$ cat config.mk
export PLATFORM = sky130hd
export DESIGN_NAME = fighter_jump_sprite_flat
export DESIGN_NICKNAME = d
export VERILOG_FILES = /design/src/rtl/fighter_jump_sprite_pkg.sv /design/src/rtl/fighter_jump_sprite_if.sv /design/src/rtl/fighter_jump_sprite_tick.sv /design/src/rtl/fighter_jump_sprite.sv /design/src/flat_wrapper.sv
export SDC_FILE = /design/constraint.sdc
export NUM_CORES = 1
export LEC_CHECK = 0
export CORE_ASPECT_RATIO = 1.25
export CORE_UTILIZATION = 51
export CTS_BUF_LIST = sky130_fd_sc_hd__clkbuf_8
export DETAILED_ROUTE_END_ITERATION = 16
export GPL_TIMING_DRIVEN = 0
export PLACE_DENSITY = 0.75
export SETUP_SLACK_MARGIN = 0.02
export SKIP_CTS_REPAIR_TIMING = 1
export SYNTH_ARGS = -nofsm -noshare
export SYNTH_HDL_FRONTEND = slang
export SYNTH_SLANG_ARGS = --single-unit
$ cat constraint.sdc
create_clock -name vga_clk -period 3.68 [get_ports vga_clk]
set_input_delay 0.736 -clock vga_clk [delete_from_list [all_inputs] [get_ports vga_clk]]
set_output_delay 0.736 -clock vga_clk [all_outputs]
set_load 0.01 [all_outputs]
$ cat src/rtl/fighter_jump_sprite_pkg.sv
// Shared types and constants for the fighter jump-sprite stage.
// FIGHTER_MIRROR_EN (optional macro) enables horizontal mirroring elsewhere.
package fighter_pkg;

  typedef enum logic [1:0] {
    IDLE    = 2'd0,
    ASCEND  = 2'd1,
    DESCEND = 2'd2,
    LAND    = 2'd3
  } jump_state_t;

  localparam int SPRITE_DIM = 64;
  localparam int SPRITE_AW  = 12;
  localparam int H_LAST     = 639;
  localparam int V_LAST     = 479;

  // 5-bit add that clamps at 31 instead of wrapping
  function automatic logic [4:0] sat_add5(input logic [4:0] a, input logic [4:0] b);
    logic [5:0] sum;
    sum = {1'b0, a} + {1'b0, b};
    sat_add5 = sum[5] ? 5'd31 : sum[4:0];
  endfunction

endpackage

$ cat src/rtl/fighter_jump_sprite_if.sv
// Pixel-scan / sprite-output bundle between the scan generator, this stage
// and the ROM/compositor. facing_left exists only with FIGHTER_MIRROR_EN.
interface fighter_jump_sprite_if;
  import fighter_pkg::*;

  logic [9:0]           DrawX;
  logic [9:0]           DrawY;
  logic                 blank;
  logic                 jump_req;
  logic [9:0]           fighter_x;
  logic [SPRITE_AW-1:0] rom_address;
  logic                 sprite_hit;
  logic                 jumping;
`ifdef FIGHTER_MIRROR_EN
  logic                 facing_left;

  modport master (output DrawX, DrawY, blank, jump_req, fighter_x, facing_left,
                  input  rom_address, sprite_hit, jumping);
  modport slave  (input  DrawX, DrawY, blank, jump_req, fighter_x, facing_left,
                  output rom_address, sprite_hit, jumping);
`else
  modport master (output DrawX, DrawY, blank, jump_req, fighter_x,
                  input  rom_address, sprite_hit, jumping);
  modport slave  (input  DrawX, DrawY, blank, jump_req, fighter_x,
                  output rom_address, sprite_hit, jumping);
`endif
endinterface

$ cat src/rtl/fighter_jump_sprite_tick.sv
// Once-per-frame pulse: fires the cycle after the last visible pixel is first seen.
module frame_tick_gen
  import fighter_pkg::*;
(
  input  logic       clk_i,
  input  logic       rst_i,
  input  logic [9:0] draw_x_i,
  input  logic [9:0] draw_y_i,
  output logic       tick_o
);

  logic last_s;
  logic last_q;
  logic tick_q;

  assign last_s = (draw_x_i == 10'(H_LAST)) && (draw_y_i == 10'(V_LAST));

  // Rising-edge detect on the last-pixel condition, registered pulse out
  always_ff @(posedge clk_i or posedge rst_i) begin
    if (rst_i) begin
      last_q <= 1'b0;
      tick_q <= 1'b0;
    end else begin
      last_q <= last_s;
      tick_q <= last_s && !last_q;
    end
  end

  assign tick_o = tick_q;

endmodule

$ cat src/rtl/fighter_jump_sprite.sv
// Fighter jump sprite: frame-rate jump FSM plus zero-latency 64x64 ROM
// addressing and hit flag. Optional macro FIGHTER_MIRROR_EN adds facing_left.
module fighter_jump_sprite
  import fighter_pkg::*;
#(
  parameter int Y_GROUND    = 400,
  parameter int JUMP_VEL    = 12,
  parameter int GRAVITY     = 1,
  parameter int LAND_FRAMES = 4
) (
  input  logic                 vga_clk,
  input  logic                 Reset,
  fighter_jump_sprite_if.slave bus
);

  localparam logic [9:0] Y_GROUND_C = 10'(Y_GROUND);
  localparam logic [4:0] VEL_C      = 5'(JUMP_VEL);
  localparam logic [4:0] GRAV_C     = 5'(GRAVITY);
  localparam logic [3:0] LAND_C     = 4'(LAND_FRAMES - 1);

  jump_state_t state_q, state_d;
  logic [9:0]  pos_x_q;
  logic [9:0]  pos_y_q, pos_y_d;
  logic [4:0]  vel_q, vel_d;
  logic [3:0]  land_q, land_d;
  logic        jumping_q;
  logic        tick_s;
  logic [10:0] descend_sum_s;
  logic [10:0] x_end_s, y_end_s;
  logic [5:0]  dx_s, dy_s, col_s;
  logic        in_box_s;

  frame_tick_gen u_tick (
    .clk_i    (vga_clk),
    .rst_i    (Reset),
    .draw_x_i (bus.DrawX),
    .draw_y_i (bus.DrawY),
    .tick_o   (tick_s)
  );

  // 11-bit so the landing compare cannot wrap
  assign descend_sum_s = {1'b0, pos_y_q} + {6'd0, vel_q} + {6'd0, GRAV_C};

  // Jump FSM next state; only committed on frame tick
  always_comb begin
    state_d = state_q;
    pos_y_d = pos_y_q;
    vel_d   = vel_q;
    land_d  = land_q;
    case (state_q)
      IDLE: begin
        if (bus.jump_req) begin
          vel_d   = VEL_C;
          state_d = ASCEND;
        end else begin
          state_d = IDLE;
        end
      end
      ASCEND: begin
        pos_y_d = pos_y_q - {5'd0, vel_q};
        if (vel_q <= GRAV_C) begin
          vel_d   = 5'd0;
          state_d = DESCEND;
        end else begin
          vel_d = vel_q - GRAV_C;
        end
      end
      DESCEND: begin
        if (descend_sum_s >= {1'b0, Y_GROUND_C}) begin
          pos_y_d = Y_GROUND_C;
          vel_d   = 5'd0;
          land_d  = LAND_C;
          state_d = LAND;
        end else begin
          pos_y_d = descend_sum_s[9:0];
          vel_d   = sat_add5(vel_q, GRAV_C);
        end
      end
      LAND: begin
        if (land_q == 4'd0) begin
          state_d = IDLE;
        end else begin
          land_d = land_q - 4'd1;
        end
      end
      default: begin
        state_d = IDLE;
      end
    endcase
  end

  // Motion state registers, updated only at the frame boundary
  always_ff @(posedge vga_clk or posedge Reset) begin
    if (Reset) begin
      state_q   <= IDLE;
      pos_x_q   <= 10'd0;
      pos_y_q   <= Y_GROUND_C;
      vel_q     <= 5'd0;
      land_q    <= 4'd0;
      jumping_q <= 1'b0;
    end else if (tick_s) begin
      state_q   <= state_d;
      pos_x_q   <= bus.fighter_x;
      pos_y_q   <= pos_y_d;
      vel_q     <= vel_d;
      land_q    <= land_d;
      jumping_q <= (state_d != IDLE);
    end
  end

`ifdef FIGHTER_MIRROR_EN
  logic facing_q;

  // Facing direction latched with the rest of the frame state
  always_ff @(posedge vga_clk or posedge Reset) begin
    if (Reset) begin
      facing_q <= 1'b0;
    end else if (tick_s) begin
      facing_q <= bus.facing_left;
    end
  end

  assign col_s = facing_q ? (6'd63 - dx_s) : dx_s;
`else
  assign col_s = dx_s;
`endif

  // Only the low six bits of the offsets reach the ROM
  assign dx_s     = bus.DrawX[5:0] - pos_x_q[5:0];
  assign dy_s     = bus.DrawY[5:0] - pos_y_q[5:0];
  assign x_end_s  = {1'b0, pos_x_q} + 11'(SPRITE_DIM);
  assign y_end_s  = {1'b0, pos_y_q} + 11'(SPRITE_DIM);
  assign in_box_s = (bus.DrawX >= pos_x_q) && ({1'b0, bus.DrawX} < x_end_s) &&
                    (bus.DrawY >= pos_y_q) && ({1'b0, bus.DrawY} < y_end_s);

  assign bus.rom_address = {dy_s, col_s};
  assign bus.sprite_hit  = in_box_s && bus.blank;
  assign bus.jumping     = jumping_q;

endmodule

$ cat src/flat_wrapper.sv
// flat-port wrapper written by rule: the top's interface ports become plain ports
module fighter_jump_sprite_flat import fighter_pkg::*;
#(
  parameter int Y_GROUND    = 400,
  parameter int JUMP_VEL    = 12,
  parameter int GRAVITY     = 1,
  parameter int LAND_FRAMES = 4
)
  (vga_clk, Reset, bus_DrawX, bus_DrawY, bus_blank, bus_jump_req, bus_fighter_x, bus_rom_address, bus_sprite_hit, bus_jumping);
  fighter_jump_sprite_if bus_i ();
  input  logic vga_clk;
  input  logic Reset;
  input wire logic [$bits(bus_i.DrawX)-1:0] bus_DrawX;
  input wire logic [$bits(bus_i.DrawY)-1:0] bus_DrawY;
  input wire logic [$bits(bus_i.blank)-1:0] bus_blank;
  input wire logic [$bits(bus_i.jump_req)-1:0] bus_jump_req;
  input wire logic [$bits(bus_i.fighter_x)-1:0] bus_fighter_x;
  output wire logic [$bits(bus_i.rom_address)-1:0] bus_rom_address;
  output wire logic [$bits(bus_i.sprite_hit)-1:0] bus_sprite_hit;
  output wire logic [$bits(bus_i.jumping)-1:0] bus_jumping;
  assign bus_i.DrawX = bus_DrawX;
  assign bus_i.DrawY = bus_DrawY;
  assign bus_i.blank = bus_blank;
  assign bus_i.jump_req = bus_jump_req;
  assign bus_i.fighter_x = bus_fighter_x;
  assign bus_rom_address = bus_i.rom_address;
  assign bus_sprite_hit = bus_i.sprite_hit;
  assign bus_jumping = bus_i.jumping;
  fighter_jump_sprite #(.Y_GROUND(Y_GROUND), .JUMP_VEL(JUMP_VEL), .GRAVITY(GRAVITY), .LAND_FRAMES(LAND_FRAMES)) u_core (.vga_clk(vga_clk), .Reset(Reset), .bus(bus_i));
endmodule
Word-level counts from Yosys, hierarchy flattened
Index checks and enable logic that the tools add are counted.

word-level totals
  bits of input ports = 34
  bits in registers = 34
  word-level logic and storage cells = 63

operators by class
  add/sub/neg operators = 10
  multiplexer cells = 15
  reduce and logical (&&, ||, !) cells = 16
  equal/unequal tests = 8
  order comparisons = 6

operators by type and width
  operator                                                            count
  adder 10 x 7 -> 11 bit, second input constant                       2
  < comparator 10 x 11 -> 1 bit                                       2
  greater-or-equal comparator 10 bit                                  2
  two-way mux 5 bit                                                   4
  case mux 10 bit (2 select lines)                                    1
  case mux 5 bit (3 select lines)                                     1
  subtractor 6 bit                                                    2
  adder 10 x 5 -> 11 bit                                              1
  adder 11 x 1 -> 11 bit, second input constant                       1
  greater-or-equal comparator 11 x 9 -> 1 bit, second input constant  1
  == test 10 bit, second input constant                               1
  == test 10 x 9 -> 1 bit, second input constant                      1
  two-way mux 10 bit                                                  1
  subtractor 10 x 5 -> 10 bit                                         1
  two-way mux 4 bit                                                   2
  case mux 2 bit (4 select lines)                                     1
  case mux 4 bit (2 select lines)                                     1
  adder 5 x 1 -> 6 bit, second input constant                         1
  logical AND 1 bit                                                   6
  two-way mux 2 bit                                                   3
  nonzero test 2 bit                                                  3
  less-or-equal comparator 5 x 1 -> 1 bit, second input constant      1
  subtractor 5 x 1 -> 5 bit, second input constant                    1
  == test 2 bit, second input constant                                2
  other kinds (12)                                                    13

Depth between registers and ports, before layout
  depth in word-level cells = 6
  mapped depth = 11
  gate-level depth less buffers = 10

Hierarchy
A second synthesis with hierarchy kept.

second synthesis, totals
  cell total of the unflattened synthesis = 437
  area, all modules = 3539.6 um^2

modules (own cells, without submodules)
  module               area an instance (um^2)  cells each  seq. area each (um^2)  times used
  fighter_jump_sprite  3415.8                   425         804.5                  1
  frame_tick_gen       123.9                    12          50.0                   1

Worst setup path before layout
OpenSTA, ideal clock, no wires.

  path type = register -> output
  from = register u_core.pos_y_q[8]
  to = output port bus_sprite_hit
  arrival = 2.497 ns
  setup slack = 0.447 ns
  cell stages (with the launch flop) = 10
  required time = 2.944 ns
  path buffers = 1
  cell sequence = dfstp_2 -> clkbuf_1 -> nand3_1 -> xnor2_1 -> ha_1 -> a21o_1 -> a222oi_1 -> nand3_1 -> a21o_1 -> nor4b_1

between the ends
  longest elaborated chain between the ends = 4
  elaborated cells on any way between the ends = 6
  those cells by class = add/sub: 1; order compare: 2; reduce/logical: 3

RTL lines
  element                                                                       line                                                    source
  from (decl)                                                                   fighter_jump_sprite.sv:23                               logic [9:0] pos_y_q, pos_y_d;
  from (signal assigned)                                                        fighter_jump_sprite.sv:104                              pos_y_q <= pos_y_d;
  adder 10 x 7 -> 11 bit or greater-or-equal comparator 10 bit (tied branches)  fighter_jump_sprite.sv:132, fighter_jump_sprite.sv:134
  < comparator 10 x 11 -> 1 bit or logical AND 1 bit (tied branches)            fighter_jump_sprite.sv:134, fighter_jump_sprite.sv:133
  logical AND 1 bit (*)                                                         fighter_jump_sprite.sv:134                              (bus.DrawY >= pos_y_q) && ({1'b0, bus.DrawY} < y_end_s);
  logical AND 1 bit (*)                                                         fighter_jump_sprite.sv:137                              assign bus.sprite_hit = in_box_s && bus.blank;
  to (decl)                                                                     flat_wrapper.sv:19                                      output wire logic [$bits(bus_i.sprite_hit)-1:0] bus_sprite_hit;

Mark *: on every way between the ends. The rest lies on a longest branch, timed or not.

Final worst setup path
  from = input port bus_DrawX[0]
  to = output port bus_sprite_hit

between the ends
  longest elaborated chain between the ends = 5
  elaborated cells on any way between the ends = 6
  those cells by class = order compare: 2; reduce/logical: 4

RTL lines
  element                                                                              line                        source
  from (decl)                                                                          flat_wrapper.sv:13          input wire logic [$bits(bus_i.DrawX)-1:0] bus_DrawX;
  < comparator 10 x 11 -> 1 bit or greater-or-equal comparator 10 bit (tied branches)  fighter_jump_sprite.sv:133  assign in_box_s = (bus.DrawX >= pos_x_q) && ({1'b0, bus.DrawX} < x_end_s) &&
  logical AND 1 bit (*) (2 in series)                                                  fighter_jump_sprite.sv:133
  logical AND 1 bit (*)                                                                fighter_jump_sprite.sv:134
  logical AND 1 bit (*)                                                                fighter_jump_sprite.sv:137

Marks and branches as above.

==> summary.md <==
For this design, the sink count on the clock tree is 34. In this run the tool buffered the top-level ports with 47 buffer cells. The synthesis-to-finish area growth was 21.1%; the synthesis-stage register bit count was 34. For the post-layout net count, the log shows 584. For the final antenna-violating net count, the log shows 0.

The worst register-to-register path has a depth of 11. The number of clock buffers added by TritonCTS is 5. Dividing total power by cell area gives a power density of 201 mW/mm^2.

The most common flop cell mapped by yosys was sky130_fd_sc_hd__dfrtp_1. For the internal reg-to-reg setup slack, the log shows 220 ps. Setup violations remaining at the end of the flow were counted as 0. The count of cells along the worst hold path was 1. The run gives 0.00735 mm^2 as the full die area. The final critical-path required period came out at 3670 ps. Leaving out fill and tap cells, the most frequent cells in the layout are sky130_fd_sc_hd__inv_1 (57), sky130_fd_sc_hd__ha_1 (50), sky130_fd_sc_hd__clkdlybuf4s50_1 (41).

The initial antenna violation count came out at 0. The I/O pin count is 48. The tightest min-delay check is of the reg -> reg type. In the synthesized netlist, the number of instances is 440.

The post-detailed-route DRC marker count is 0, and the chip width is 76.9 um. The worst hold path terminates at u_core.u_tick.tick_o$_DFF_PP0_. The total routing usage reported by global routing was 0.277; the number of buffer and inverter instances along the worst setup path was 3. The first-pass iteration count of the detailed router was 7. The critical path's top delay family was buffers and inverters. The height of the die was 95.6 um. STA puts the critical path data arrival time at 2940 ps. Setup repair after global routing could not meet its margin everywhere.

Fill cells in the final layout number 605. For the remaining global-route overflow, the log shows 0. The first global-routing pass estimated 16000 um of wire. The slowest stage of the critical path is the sky130_fd_sc_hd__clkdlybuf4s50_1 cell. The clock skew was 6.69 ps; the highest clock rate was 272 MHz.

The final hold violation count is 0, and the largest net degree at the start of global routing is 35. The average cell area after synthesis is 8.12 um^2, and the count of inserted antenna diode cells is 0. After floorplanning, the core was sized to cover 0.00665 mm^2. Endpoint of the lowest-slack register-to-register path: u_core.pos_y_q[5]$_DFFE_PP0P_. The run gives 0.494 as the headroom to the max-slew limit. For the half-perimeter wire length after detailed placement, the log shows 7450 um. The mean routed wirelength per cell is 16.4 um. In this run the most critical hold path is launched from u_core.u_tick.last_q$_DFF_PP0_. Synthesis produced a netlist with a net count of 528. The via total after detailed routing is 3533, and the delay of the slowest cell on the worst path is 490 ps.

The commonest non-fill, non-tap cell in the layout is sky130_fd_sc_hd__inv_1. In this run the static leakage power is 1.93 nW. The final layout contains routed wiring with a total length of 9560 um. The tools report the total of warnings raised by yosys as 0. The total count of max-transition violations in the final report came out at 0.

The tools report the largest voltage drop on the vdd net as 0.186 mV. The H-tree was split into 2 levels. After clock tree synthesis, the clock-pin slew on the worst setup and hold paths is 80 ps. The flow ran to the end, and the final reports show no timing, DRC or antenna violations. TritonCTS built the clock tree. Area taken by flip-flops and latches: 855 um^2.

The async set-or-reset flop fraction in the synthesized netlist was 1.00; the number of core rows was 33. In this run the deepest clock path goes through 2 buffers. The tool flagged a number of max-cap violations equal to 0.

For the final cell utilization of the core, the log shows 0.651. The tree is rooted in a sky130_fd_sc_hd__clkbuf_8. Measured slew at the worst slew-check pin: 757 ps. Setup TNS: 0 ps. The congestion estimate from routability-driven global placement came to 0.916.

The initial standard-cell utilization of the core came out at 0.537. Power comes to 0.869 mW. In this run the critical register-to-register path is launched from u_core.vel_q[0]$_DFFE_PP0P_.

The mapped netlist covers 0.00357 mm^2. The placed instance count was 574; the part of the Yosys area used for sequential elements was 0.239. Critical path launch point type: an input port. In this run the worst path has a maximum fanout of 3. After the flow finishes, the layout carries non-filler instances totaling 584. Data on the critical path is required at its endpoint by 2940 ps.

The number of flops mapped to enable cells by yosys came out at 0. The layout cell share with drive strength beyond 1 came out at 0.0825. Walking the worst path, the cells encountered are clkdlybuf4s50_1, inv_1, ha_1, fa_2, a21oi_2, o21a_1, o211ai_1, a31oi_1, nor4_1, nor4b_4, buf_2. The number of vias per cell after detailed routing was 6.05.

The worst setup path is captured at an output port. The share of the clock period used by the worst path came out at 0.998. The class of the most critical setup path is in -> out.

The via count of the first global-routing pass came out at 3519. The clock reaches the later pin of the worst-skew pair after 290 ps. Counting distinct cell types in the post-synthesis netlist gives 70. Summing all multi-input logic gate instances after layout gives 0.00247 mm^2. For the initial detailed-routing violation count, the log shows 199.
-- worst register-to-register path, stage by stage (launching register included) --
cell and delay, ps:
sky130_fd_sc_hd__dfrtp_1 510, sky130_fd_sc_hd__inv_1 160, sky130_fd_sc_hd__ha_1 260, sky130_fd_sc_hd__fa_1 450
sky130_fd_sc_hd__o21ba_2 260, sky130_fd_sc_hd__o21a_1 210, sky130_fd_sc_hd__a32o_1 230, sky130_fd_sc_hd__a31oi_2 240
sky130_fd_sc_hd__nand4_1 240, sky130_fd_sc_hd__buf_2 280, sky130_fd_sc_hd__a311oi_1 400, sky130_fd_sc_hd__o2bb2ai_1 120
-- cell families after synthesis --
kind of cell,synth area share
simple gates,0.166
mux,0.0126
xor+xnor,0.0368
compound gates,0.267
buf+inv,0.0806
flops,0.239
fa+ha+maj,0.198
-- worst max-delay path by stage --
stage	end	startpoint	depth (start not counted)
finish	bus_sprite_hit	bus_DrawX[0]	11
global route	bus_sprite_hit	bus_DrawY[0]	12
CTS	bus_sprite_hit	bus_DrawY[0]	12
detailed placement	bus_sprite_hit	bus_DrawY[0]	12
global placement	bus_sprite_hit	bus_DrawY[0]	12
floorplan	bus_sprite_hit	u_core.pos_y_q[8]$_DFFE_PP1P_	9
-- final cells by class --
type / instances / share of cell area
clock buffer: 5 / 0.0159
tap: 87 / 0.0252
sequential: 34 / 0.198
timing repair buffer: 49 / 0.114
inverter: 61 / 0.0529
buffer: 13 / 0.0142
multi-input combinational: 332 / 0.570
clock inverter: 3 / 0.0104
-- registers in the layout, indices dropped and copies added, names as in the netlist --
name	count
u_core.pos_x_q	10
u_core.pos_y_q	10
u_core.vel_q	5
u_core.land_q	4
u_core.state_q	2
u_core.bus.jumping	1
u_core.u_tick.last_q	1
u_core.u_tick.tick_o	1
-- synthesized netlist by cell type (all sizes together), types with 3 or more instances --
library cell,number,area (um^2)
a211oi,3,27.5
a21o,4,30.0
a21oi,30,150
a2bb2oi,3,26.3
a311oi,3,26.3
a31oi,6,43.8
and3,3,18.8
buf,4,25.0
clkbuf,9,33.8
clkinv,3,11.3
dfrtp,31,776
dfstp,3,78.8
fa,4,80.1
ha,50,626
inv,58,218
nand2,36,138
nand2b,3,18.8
nand3,17,85.1
nand4,6,37.5
nor2,25,93.8
nor2b,7,43.8
nor3,6,30.0
nor4,7,43.8
nor4b,3,26.3
o211a,3,37.5
o21a,4,30.0
o21ai,42,210
o31a,3,26.3
o31ai,4,40.0
xnor2,13,114
-- metrics by stage --
stage               hold WS [ps]  setup WS (ps)  cell area [um^2]
floorplan                    378            447              3570
global placement             386           -553              4150
detailed placement           386           -574              4150
CTS                          397           -585              4270
global route                 418           -135              4330
finish                       397           8.96              4330
-- routing by layer --
metal  vias to the layer above  wire, um  GRT usage
li1                       1704         -          -
met1                      1678      4010      0.319
met2                       119      4880      0.511
met3                        32       402     0.0373
met4                         0       269      0.119
met5                         -         0          0
-- where the power goes --
part	total (mW)	internal [mW]	switching, mW
logic	0.133	0.0739	0.0591
clock network	0.362	0.202	0.161
registers	0.373	0.373	0.0000279
total	0.869	0.649	0.220
Power figures use the tool's default switching activity.
